`src/rtl/alu_mul_sequencer.sv`:
```
`default_nettype none
// ============================================================================
//  Module   : alu_mul_sequencer
//  Purpose  : Shares one 16-bit HACK ALU between the CPU datapath and a
//             shift-add multiply engine. While idle the CPU drives the ALU
//             directly. An accepted multiply request stalls the CPU and steps
//             the ALU through add/double iterations, producing a*b mod 2^WIDTH.
//  Revision : 1.0  initial release
// ============================================================================
module alu_mul_sequencer #(
  parameter int WIDTH = 16,
  parameter int CNT_W = 5
) (
  input  logic             clk,
  input  logic             rst_n,
  // CPU side of the ALU
  input  logic [WIDTH-1:0] cpu_x_i,
  input  logic [WIDTH-1:0] cpu_y_i,
  input  logic [5:0]       cpu_ctl_i,
  output logic             cpu_stall_o,
  // Multiply request
  input  logic             req_valid_i,
  output logic             req_ready_o,
  input  logic [WIDTH-1:0] req_a_i,
  input  logic [WIDTH-1:0] req_b_i,
  // Multiply response
  output logic             resp_valid_o,
  input  logic             resp_ready_i,
  output logic [WIDTH-1:0] resp_data_o,
  output logic             resp_zr_o,
  output logic             resp_ng_o,
  // Shared ALU
  output logic [WIDTH-1:0] alu_x_o,
  output logic [WIDTH-1:0] alu_y_o,
  output logic [5:0]       alu_ctl_o,
  input  logic [WIDTH-1:0] alu_out_i,
  input  logic             alu_zr_i,
  input  logic             alu_ng_i
);

  // ALU control words {zx,nx,zy,ny,f,no}
  localparam logic [5:0] ALU_CTL_ADD   = 6'b000010;  // x + y
  localparam logic [5:0] ALU_CTL_PASSX = 6'b001100;  // x & ~0 = x

  // Last legal iteration index; bounds the loop even if mplier never drains
  localparam logic [CNT_W-1:0] CNT_LAST = CNT_W'(WIDTH - 1);

  typedef enum logic [1:0] {
    S_IDLE = 2'd0,
    S_ADD  = 2'd1,
    S_DBL  = 2'd2,
    S_DONE = 2'd3
  } state_t;

  state_t           state_q, state_d;
  logic [WIDTH-1:0] prod_q, prod_d;
  logic [WIDTH-1:0] mcand_q, mcand_d;
  logic [WIDTH-1:0] mplier_q, mplier_d;
  logic [CNT_W-1:0] cnt_q, cnt_d;

  logic [WIDTH-1:0] mplier_shr;
  assign mplier_shr = mplier_q >> 1;

  // State and datapath registers with synchronous active-low reset
  always_ff @(posedge clk) begin
    if (!rst_n) begin
      state_q  <= S_IDLE;
      prod_q   <= '0;
      mcand_q  <= '0;
      mplier_q <= '0;
      cnt_q    <= '0;
    end else begin
      state_q  <= state_d;
      prod_q   <= prod_d;
      mcand_q  <= mcand_d;
      mplier_q <= mplier_d;
      cnt_q    <= cnt_d;
    end
  end

  // Next-state and register updates; ALU result is captured in ADD/DBL
  always_comb begin
    state_d  = state_q;
    prod_d   = prod_q;
    mcand_d  = mcand_q;
    mplier_d = mplier_q;
    cnt_d    = cnt_q;
    case (state_q)
      S_IDLE: begin
        if (req_valid_i) begin
          prod_d   = '0;
          mcand_d  = req_a_i;
          mplier_d = req_b_i;
          cnt_d    = '0;
          if (req_b_i == '0) begin
            state_d = S_DONE;
          end else if (req_b_i[0]) begin
            state_d = S_ADD;
          end else begin
            state_d = S_DBL;
          end
        end
      end
      S_ADD: begin
        prod_d  = alu_out_i;
        state_d = S_DBL;
      end
      S_DBL: begin
        mcand_d  = alu_out_i;
        mplier_d = mplier_shr;
        cnt_d    = cnt_q + CNT_W'(1);
        if ((mplier_shr == '0) || (cnt_q == CNT_LAST)) begin
          state_d = S_DONE;
        end else if (mplier_q[1]) begin
          state_d = S_ADD;
        end else begin
          state_d = S_DBL;
        end
      end
      S_DONE: begin
        if (resp_ready_i) begin
          state_d = S_IDLE;
        end
      end
      default: begin
        state_d = S_IDLE;
      end
    endcase
  end

  // ALU operand mux: CPU passthrough when idle, engine operands otherwise
  always_comb begin
    alu_x_o   = cpu_x_i;
    alu_y_o   = cpu_y_i;
    alu_ctl_o = cpu_ctl_i;
    case (state_q)
      S_ADD: begin
        alu_x_o   = prod_q;
        alu_y_o   = mcand_q;
        alu_ctl_o = ALU_CTL_ADD;
      end
      S_DBL: begin
        alu_x_o   = mcand_q;
        alu_y_o   = mcand_q;
        alu_ctl_o = ALU_CTL_ADD;
      end
      S_DONE: begin
        // Pass the product through the ALU so its flags describe the result
        alu_x_o   = prod_q;
        alu_y_o   = '0;
        alu_ctl_o = ALU_CTL_PASSX;
      end
      default: begin
        alu_x_o   = cpu_x_i;
        alu_y_o   = cpu_y_i;
        alu_ctl_o = cpu_ctl_i;
      end
    endcase
  end

  // Handshake and response outputs are decoded purely from state
  always_comb begin
    req_ready_o  = (state_q == S_IDLE);
    cpu_stall_o  = (state_q != S_IDLE);
    resp_valid_o = (state_q == S_DONE);
    resp_data_o  = prod_q;
    resp_zr_o    = alu_zr_i;
    resp_ng_o    = alu_ng_i;
  end

endmodule
`default_nettype wire

```
`config.mk`:
```
export PLATFORM = sky130hd
export DESIGN_NAME = alu_mul_sequencer
export DESIGN_NICKNAME = d
export VERILOG_FILES = /design/src/rtl/alu_mul_sequencer.sv
export SDC_FILE = /design/constraint.sdc
export NUM_CORES = 1
export LEC_CHECK = 0
export BUFFER_PORTS_ARGS = -buffer_cell sky130_fd_sc_hd__buf_2
export CORE_MARGIN = 10
export CORE_UTILIZATION = 47
export CTS_CLUSTER_DIAMETER = 120
export DETAILED_ROUTE_END_ITERATION = 8
export GPL_ROUTABILITY_DRIVEN = 0
export PLACE_DENSITY = 0.89
export SETUP_SLACK_MARGIN = 0.05
export SYNTH_ARGS = -nofsm -noshare
export SYNTH_HDL_FRONTEND = slang
export SYNTH_SLANG_ARGS = --single-unit
```
`constraint.sdc`:
```
create_clock -name clk -period 2.3 [get_ports clk]
set_input_delay 0.23 -clock clk [delete_from_list [all_inputs] [get_ports clk]]
set_output_delay 0.23 -clock clk [all_outputs]
set_load 0.02 [all_outputs]
```
# --- Yosys cells after proc, flatten, opt, wreduce, memory -nomap -nowiden ---
# Index checks and enable logic that the tools add are counted.
# W data, S select, Z words.
op_classes:
  eq_ne: 6
  muxes: 18
  add_sub_neg: 1
  reduce_logical: 12
op_table:
  columns: ["cell", "n"]
  rows:
  - ["$pmux W16 S2", 5]
  - ["$mux W16", 3]
  - ["$logic_not A16 Y1", 2]
  - ["$mux W2", 6]
  - ["$pmux W6 S2", 1]
  - ["$pmux W5 S2", 1]
  - ["$pmux W2 S4", 1]
  - ["$reduce_and A2 Y1", 3]
  - ["$reduce_bool A2 Y1", 3]
  - ["$add A5 B1 Y5 const B", 1]
  - ["$eq A5 B4 Y1 const B", 1]
  - ["$mux W5", 1]
  - ["$eq A2 B2 Y1 const B", 2]
  - ["$reduce_or A2 Y1", 2]
  - ["$eq A2 B1 Y1 const B", 1]
  - ["$logic_not A2 Y1", 1]
  - ["$ne A2 B1 Y1 const B", 1]
  - ["$ne A2 B2 Y1 const B", 1]
  - ["$logic_or A1 B1 Y1", 1]
word_totals:
  ff_bits: 55
  in_bits: 92
  wordCells: 42
  output_inout_bits: 59

# --- Logic depth before layout (Yosys ltp) ---
# Gate-level depths: netlist of the first run.
depth:
  depth_word: 4
  depth_mapped: 9
  ltp_nobuf: 6

# --- Worst setup path after synthesis of the first run ---
# No wires, ideal clock.
synth_timing:
  path_type: "reg-to-output"
  from: "reg state_q[0]"
  to: "out alu_y_o[0]"
  setup_slack_ps: 91
  path_stages_with_launch: 8
  arrival_ps: 1979
  t_required_ps: 2070
  cell_sequence: "dfxtp_1 clkbuf_1 inv_1 ha_1 clkbuf_1 clkbuf_1 nand2_1 o21ai_0"
synth_via:
  elab_chain_cells: 3
  elab_cells_between_ends: 5
  classes_between: "3 x eq/ne; 1 x mux; 1 x reduce/logical"
synth_rtl:
  columns: ["element", "line", "source"]
  rows:
  - ["from (decl)", "55", "state_t state_q, state_d;"]
  - ["from (signal assigned)", "73", "state_q <= state_d;"]
  - ["$eq A2 B2 Y1 or $eq A2 B1 Y1 (tied branches)", "136", "case (state_q)"]
  - ["$reduce_or A2 Y1 (no line)", null, null]
  - ["$pmux W16 S2 (*)", "136", null]
  - ["to (decl)", "34", "output logic [WIDTH-1:0] alu_y_o,"]
# Mark *: on every way between the ends. The rest lies on a longest branch, timed or not.

# --- Worst setup path in the final report of the first run ---
layout_timing:
  from: "reg state_q[0]"
  to: "out alu_x_o[10]"
layout_via:
  elab_chain_cells: 3
  elab_cells_between_ends: 5
  classes_between: "3 x eq/ne; 1 x mux; 1 x reduce/logical"
layout_rtl:
  columns: ["element", "line", "source"]
  rows:
  - ["$eq A2 B2 Y1 or $eq A2 B1 Y1 (tied branches)", "136", null]
  - ["$reduce_or A2 Y1 (no line)", null, null]
  - ["$pmux W16 S2 (*)", "136", null]
  - ["to (decl)", "33", "output logic [WIDTH-1:0] alu_x_o,"]
# Marks and branches as above.

==> impl_metrics.json, run 1 <==
{
  "outcome": "completed",
  "fin_crit_sh": 0.926,
  "grt_pass1_wl_um": 15900,
  "netlist_top_cells_area": "dfxtp_1 (33%), mux2i_1 (9.3%), nand2_1 (9.3%)",
  "period_needed_ns": 2.13,
  "start_util": 0.479,
  "rsz0062_at_grt": "false",
  "n_antenna_cell": 0,
  "clock-skew-final_ns": 0.00830,
  "grt_pass1_vias": 3169,
  "hold_path.startpoint": "alu_out_i[12]",
  "wl_per_cell_um": 18.3,
  "layout.cells.non_filler": 582,
  "hold_class": "in -> reg",
  "drc_errors": 0,
  "htreeDepth": 2,
  "crit_path_end_kind": "output pin",
  "r2r_start": "state_q[0]",
  "synth_nets": 471,
  "critPathMaxFanout": 11,
  "ant_nets": 0,
  "area_growth_pct": 26.7,
  "core_area_sq_mm": 0.00676,
  "ctsRootBufferMaster": "clkbuf_8",
  "pwr-share-seq": 0.368,
  "hold_depth": 3,
  "syn_avg_cell_area_sq_um": 8.67,
  "die_w_um": 103,
  "clk_pin_slew_ns": 0.10,
  "cpMaxStageDelayCell": "dfxtp_1",
  "hold_viol": 0,
  "ys_ff_latch": 54,
  "p_leak_nw": 2.10,
  "critPathLaunchType": "register",
  "numCtsBuffers": 5,
  "finalPower_mw": 3.25,
  "comb_power_share": 0.446,
  "synth-edff-count": 0,
  "max_freq_ghz": 0.470,
  "cp_num_buf_inv": 3,
  "postSynth.topFlopCell": "dfxtp_1",
  "slew_viol_final": 0,
  "layout.nets": 599,
  "clockBufferDepth": 2,
  "io_buffers": 146,
  "p_int_mw": 1.92,
  "antenna_found_initial": 0,
  "seq_area_frac_synth": 0.334,
  "worstPathCellList": "buf_4 > ha_1 > nor2_2 > nor2_4 > buf_12 > a221o_1 > buf_2",
  "drive_above_1_share": 0.373,
  "die_h_um": 103,
  "first_pass_iters": 4,
  "nFillCells": 598,
  "finalSetupViolations": 0,
  "layout_common_cells": "buf_2 (146), nand2_1 (80), dfxtp_1 (53)",
  "cpPeakStageDelay_ns": 0.36,
  "reg2regPathDepth": 5,
  "fp-row-count": 30,
  "peakVddDrop_v": 0.000542,
  "grt_max_degree": 34,
  "r2r_setup_slack_ns": 0.24,
  "final_common_cell": "buf_2",
  "syn_inst": 373,
  "power.share.clock": 0.186,
  "min_delay_worst_endpoint": "resp_data_o[12]",
  "vias": 3268,
  "syn-cell-area_sq_mm": 0.00323,
  "synthArstFlopShare": 0,
  "worst_slew_pin_slew_ns": 1.01,
  "clkLatencyLatePin_ns": 0.32,
  "ys_types": 40,
  "grtUsageTotal": 0.188,
  "dieArea_sq_mm": 0.0106,
  "timing.rr.end": "resp_data_o[2]",
  "slew_headroom": 0.325,
  "post-route-util": 0.606,
  "crit_family": "buffers and inverters",
  "ios": 151,
  "clock-sinks": 54,
  "vias_per_cell": 5.62,
  "place_inst": 573,
  "post-dp-hpwl_um": 7990,
  "timing.hold.ws_ns": 0.180,
  "critPathKind": "reg -> out",
  "grt-ovfl-total": 0,
  "cts_tree": "done",
  "synth_top_cell_by_area": "dfxtp_1",
  "maxCapViolCount": 0,
  "worstPathArrival_ns": 1.90,
  "wl_um": 10700,
  "switching_share": 0.408,
  "netlist.area_leader.share": 0.334,
  "yosys_warnings": 0,
  "dr.first_iter.drc_count": 206,
  "cellPowerDensity_mw_per_mm2": 794,
  "critPathRequiredTime_ns": 2.07,
  "final.setup.tns_ns": 0,
  "power_switching_mw": 1.33
}
-- cell families after synthesis --
| group | after synthesis | synth area share |
|---|---|---|
| muxes | 32 | 0.103 |
| adders and majority gates | 6 | 0.0232 |
| AOI/OAI and AO/OA | 98 | 0.255 |
| DFF | 54 | 0.334 |
| and+or+nand+nor | 143 | 0.216 |
| buffers and inverters | 40 | 0.0681 |
-- how the worst max path moves through the flow --
stage | endpoint | startpoint | slack, ns | cells after the start
after floorplan | alu_y_o[0] | state_q[0] | 0.09 | 7
after global placement | alu_x_o[10] | state_q[0] | 0.16 | 6
after detailed placement | alu_x_o[13] | state_q[0] | 0.12 | 6
after CTS | alu_x_o[14] | state_q[0] | 0.07 | 5
after global routing | alu_x_o[10] | state_q[1] | 0.06 | 7
final | alu_x_o[10] | state_q[0] | 0.17 | 7
-- final cells by class --
class	count	area [sq um]	share of cell area
multi-input cells	279	1970	0.480
clock buffers	7	96.3	0.0235
repair buffers	156	822	0.201
flip-flops and latches	54	1080	0.264
clock inverters	1	8.76	0.00214
well taps	80	100	0.0244
inverters	5	18.8	0.00458
-- power groups by stage --
| stage | Sequential [mW] | Clock (mW) | Combinational [mW] |
|---|---|---|---|
| floorplan | 1.19 | 0 | 1.03 |
| global placement | 1.21 | 0 | 1.37 |
| detailed placement | 1.21 | 0 | 1.40 |
| CTS | 1.19 | 0.622 | 1.41 |
| global route | 1.22 | 0.656 | 1.57 |
| finish | 1.20 | 0.605 | 1.45 |
-- routing by layer --
| metal | wire length [um] | GRT usage |
|---|---|---|
| met1 | 4290 | 0.228 |
| met2 | 5360 | 0.319 |
| met3 | 870 | 0.0462 |
| met4 | 155 | 0.0588 |
| met5 | 0 | 0 |
-- what timing repair did --
| item | 4_1_cts | 5_1_grt |
|---|---|---|
| gates cloned | 0 | 0 |
| setup endpoints to repair | 11 | 20 |
| pin swaps | 0 | 2 |
| gates resized for setup | 2 | 5 |
| buffers inserted | 0 | 1 |
| hold buffers | 0 | 0 |
-- cells in the mapped netlist (10+ instances only) --
cell type / count
a221o_1: 12
mux2i_1: 30
nand2_1: 80
buf_2: 14
o211a_1: 29
a22oi_1: 12
clkbuf_1: 13
dfxtp_1: 54
and3_1: 13
a22oi_2: 10
o21ai_0: 24
nor2b_1: 18
-- tightest hold or removal path, delay by kind of cell --
kind            cells  cell delay (ns)
compound gates      1             0.05
simple gates        1             0.09
buf+inv             1             0.10
-- sequential cells by signal, indices dropped and copies added (netlist names) --
register,cells
cnt_q,5
mcand_q,16
mplier_q,15
resp_data_o,16
state_q,2
-- per-stage QoR --
stage | cell area [sq um] | setup WS (ns)
4_1_cts | 4050 | 0.0680
5_1_grt | 4100 | 0.0571
2_1_floorplan | 3230 | 0.0905
3_5_place_dp | 3940 | 0.116
6_report | 4100 | 0.171
3_3_place_gp | 3940 | 0.163
(Power assumes the default switching activity.)
==> run 2: changes to the inputs <==
--- a/config.mk
+++ b/config.mk
@@ -7,11 +7,10 @@
 export LEC_CHECK = 0
 export BUFFER_PORTS_ARGS = -buffer_cell sky130_fd_sc_hd__buf_2
 export CORE_MARGIN = 10
-export CORE_UTILIZATION = 47
+export CORE_UTILIZATION = 36
 export CTS_CLUSTER_DIAMETER = 120
 export DETAILED_ROUTE_END_ITERATION = 8
-export GPL_ROUTABILITY_DRIVEN = 0
-export PLACE_DENSITY = 0.89
+export PLACE_DENSITY = 0.72
 export SETUP_SLACK_MARGIN = 0.05
 export SYNTH_ARGS = -nofsm -noshare
 export SYNTH_HDL_FRONTEND = slang
==> impl_metrics.json, run 2 (same netlist as run 1, synthesis figures left out) <==
{
  "critPathMaxFanout": 11,
  "finalSetupViolations": 0,
  "layout.nets": 603,
  "hold_class": "in -> reg",
  "clock-sinks": 54,
  "ios": 151,
  "power_switching_mw": 1.31,
  "endpoint": "alu_x_o[11]",
  "comb_power_share": 0.464,
  "fin_crit_sh": 0.958,
  "post-route-util": 0.476,
  "die_w_um": 115,
  "n_antenna_cell": 0,
  "start_util": 0.371,
  "power.share.clock": 0.161,
  "core_area_sq_mm": 0.00872,
  "vias_per_cell": 5.35,
  "crit_path_end_kind": "output pin",
  "cpMaxStageDelayCell": "dfxtp_2",
  "cp_num_cells": 7,
  "clock-skew-final_ns": 0.0103,
  "startpoint": "state_q[0]",
  "r2r_setup_slack_ns": 0.24,
  "gp_congestion": 0.878,
  "p_leak_nw": 2.11,
  "final_common_cell": "buf_2",
  "layout_common_cells": "buf_2 (146), nand2_1 (80), dfxtp_1 (53)",
  "switching_share": 0.410,
  "numCtsBuffers": 5,
  "antenna_found_initial": 0,
  "wl_um": 10700,
  "critPathKind": "reg -> out",
  "io_buffers": 146,
  "outcome": "completed",
  "cpPeakStageDelay_ns": 0.36,
  "dr.first_iter.drc_count": 196,
  "final.setup.tns_ns": 0,
  "r2r_start": "state_q[0]",
  "wl_per_cell_um": 17.4,
  "crit_family": "buffers and inverters",
  "grt_max_degree": 41,
  "die_h_um": 115,
  "ctsRootBufferMaster": "clkbuf_8",
  "post-dp-hpwl_um": 8190,
  "grt_pass1_vias": 3270,
  "drive_above_1_share": 0.372,
  "ant_nets": 0,
  "grt-ovfl-total": 0,
  "critPathRequiredTime_ns": 2.07,
  "fp-row-count": 34,
  "htreeDepth": 2,
  "slew_headroom": 0.265,
  "reg2regPathDepth": 5,
  "area_growth_pct": 28.4,
  "worst_slew_pin_slew_ns": 1.10,
  "maxCapViolCount": 0,
  "worstPathCellList": "buf_4 > ha_1 > nor2_1 > nor2_4 > buf_12 > a221o_1 > buf_2",
  "cts_tree": "done",
  "worstPathArrival_ns": 1.97,
  "first_pass_iters": 4,
  "clkLatencyLatePin_ns": 0.31,
  "cp_num_buf_inv": 3,
  "rsz0062_at_grt": "true",
  "drc_errors": 0,
  "hold_viol": 0,
  "dieArea_sq_mm": 0.0132,
  "vias": 3278,
  "timing.rr.end": "resp_data_o[4]",
  "pwr-share-seq": 0.375,
  "period_needed_ns": 2.20,
  "grt_pass1_wl_um": 16400,
  "p_int_mw": 1.88,
  "clockBufferDepth": 2,
  "slew_viol_final": 0,
  "peakVddDrop_v": 0.000383,
  "clk_pin_slew_ns": 0.10,
  "max_freq_ghz": 0.454,
  "grtUsageTotal": 0.149,
  "cellPowerDensity_mw_per_mm2": 768,
  "nFillCells": 879,
  "critPathLaunchType": "register"
}
run 2: cell type report:
| class | count | area (sq um) | area share |
|---|---|---|---|
| multi-input cells | 279 | 1950 | 0.471 |
| flip-flops and latches | 54 | 1080 | 0.261 |
| repair buffers | 160 | 882 | 0.212 |
| well taps | 108 | 135 | 0.0325 |
| clock buffers | 6 | 72.6 | 0.0175 |
| inverters | 5 | 18.8 | 0.00452 |
| clock inverters | 1 | 7.51 | 0.00181 |
run 2: how the worst min path moves through the flow:
stage / start / end / slack [ns] / cells after the start
finish: alu_out_i[9] / resp_data_o[9] / 0.18 / 3
global route: alu_out_i[9] / resp_data_o[9] / 0.20 / 3
CTS: alu_out_i[9] / resp_data_o[9] / 0.18 / 3
detailed placement: alu_ng_i / resp_ng_o / 0.46 / 0
global placement: mplier_q[15] / mplier_q[15] / 0.46 / 2
floorplan: alu_out_i[10] / resp_data_o[10] / 0.39 / 2
run 2: what timing repair did:
| action | 4_1_cts | 5_1_grt |
|---|---|---|
| gates cloned | 0 | 1 |
| hold buffers | 0 | 0 |
| resized for setup | 4 | 1 |
| pin swaps | 0 | 2 |
| endpoints found under the hold margin | 0 | 0 |
| endpoints found under the setup margin | 13 | 12 |
| buffers inserted | 0 | 3 |
run 2: per-layer routing:
metal,up-vias,track usage,part of all wire
met5,-,0,0
met4,0,0.0322,0.011
met3,12,0.0484,0.096
met2,126,0.254,0.48
met1,1534,0.180,0.41
li1,1606,-,-
run 2: worst register-to-register path, stage by stage (launching register included):
cell and delay [ns]:
dfxtp_2 0.36, buf_4 0.17, ha_1 0.25, o21ai_2 0.86
a22oi_1 0.21, nor2b_1 0.15
run 2: power by group through the flow:
stage	Clock (mW)	Combinational [mW]	Sequential, mW
6_report	0.513	1.48	1.20
4_1_cts	0.529	1.45	1.19
3_3_place_gp	0	1.39	1.21
2_1_floorplan	0	1.03	1.19
3_5_place_dp	0	1.42	1.22
5_1_grt	0.560	1.62	1.22
run 2: per-stage QoR:
step	area [sq um]	setup WS, ns	hold WS (ns)	power (mW)	std cells
2_1_floorplan	3230	0.0905	0.387	2.22	373
3_3_place_gp	3990	0.159	0.459	2.60	602
5_1_grt	4150	0.0376	0.199	3.40	613
3_5_place_dp	3990	0.0843	0.460	2.64	602
6_report	4150	0.0974	0.182	3.19	613
4_1_cts	4090	0.0420	0.178	3.18	609
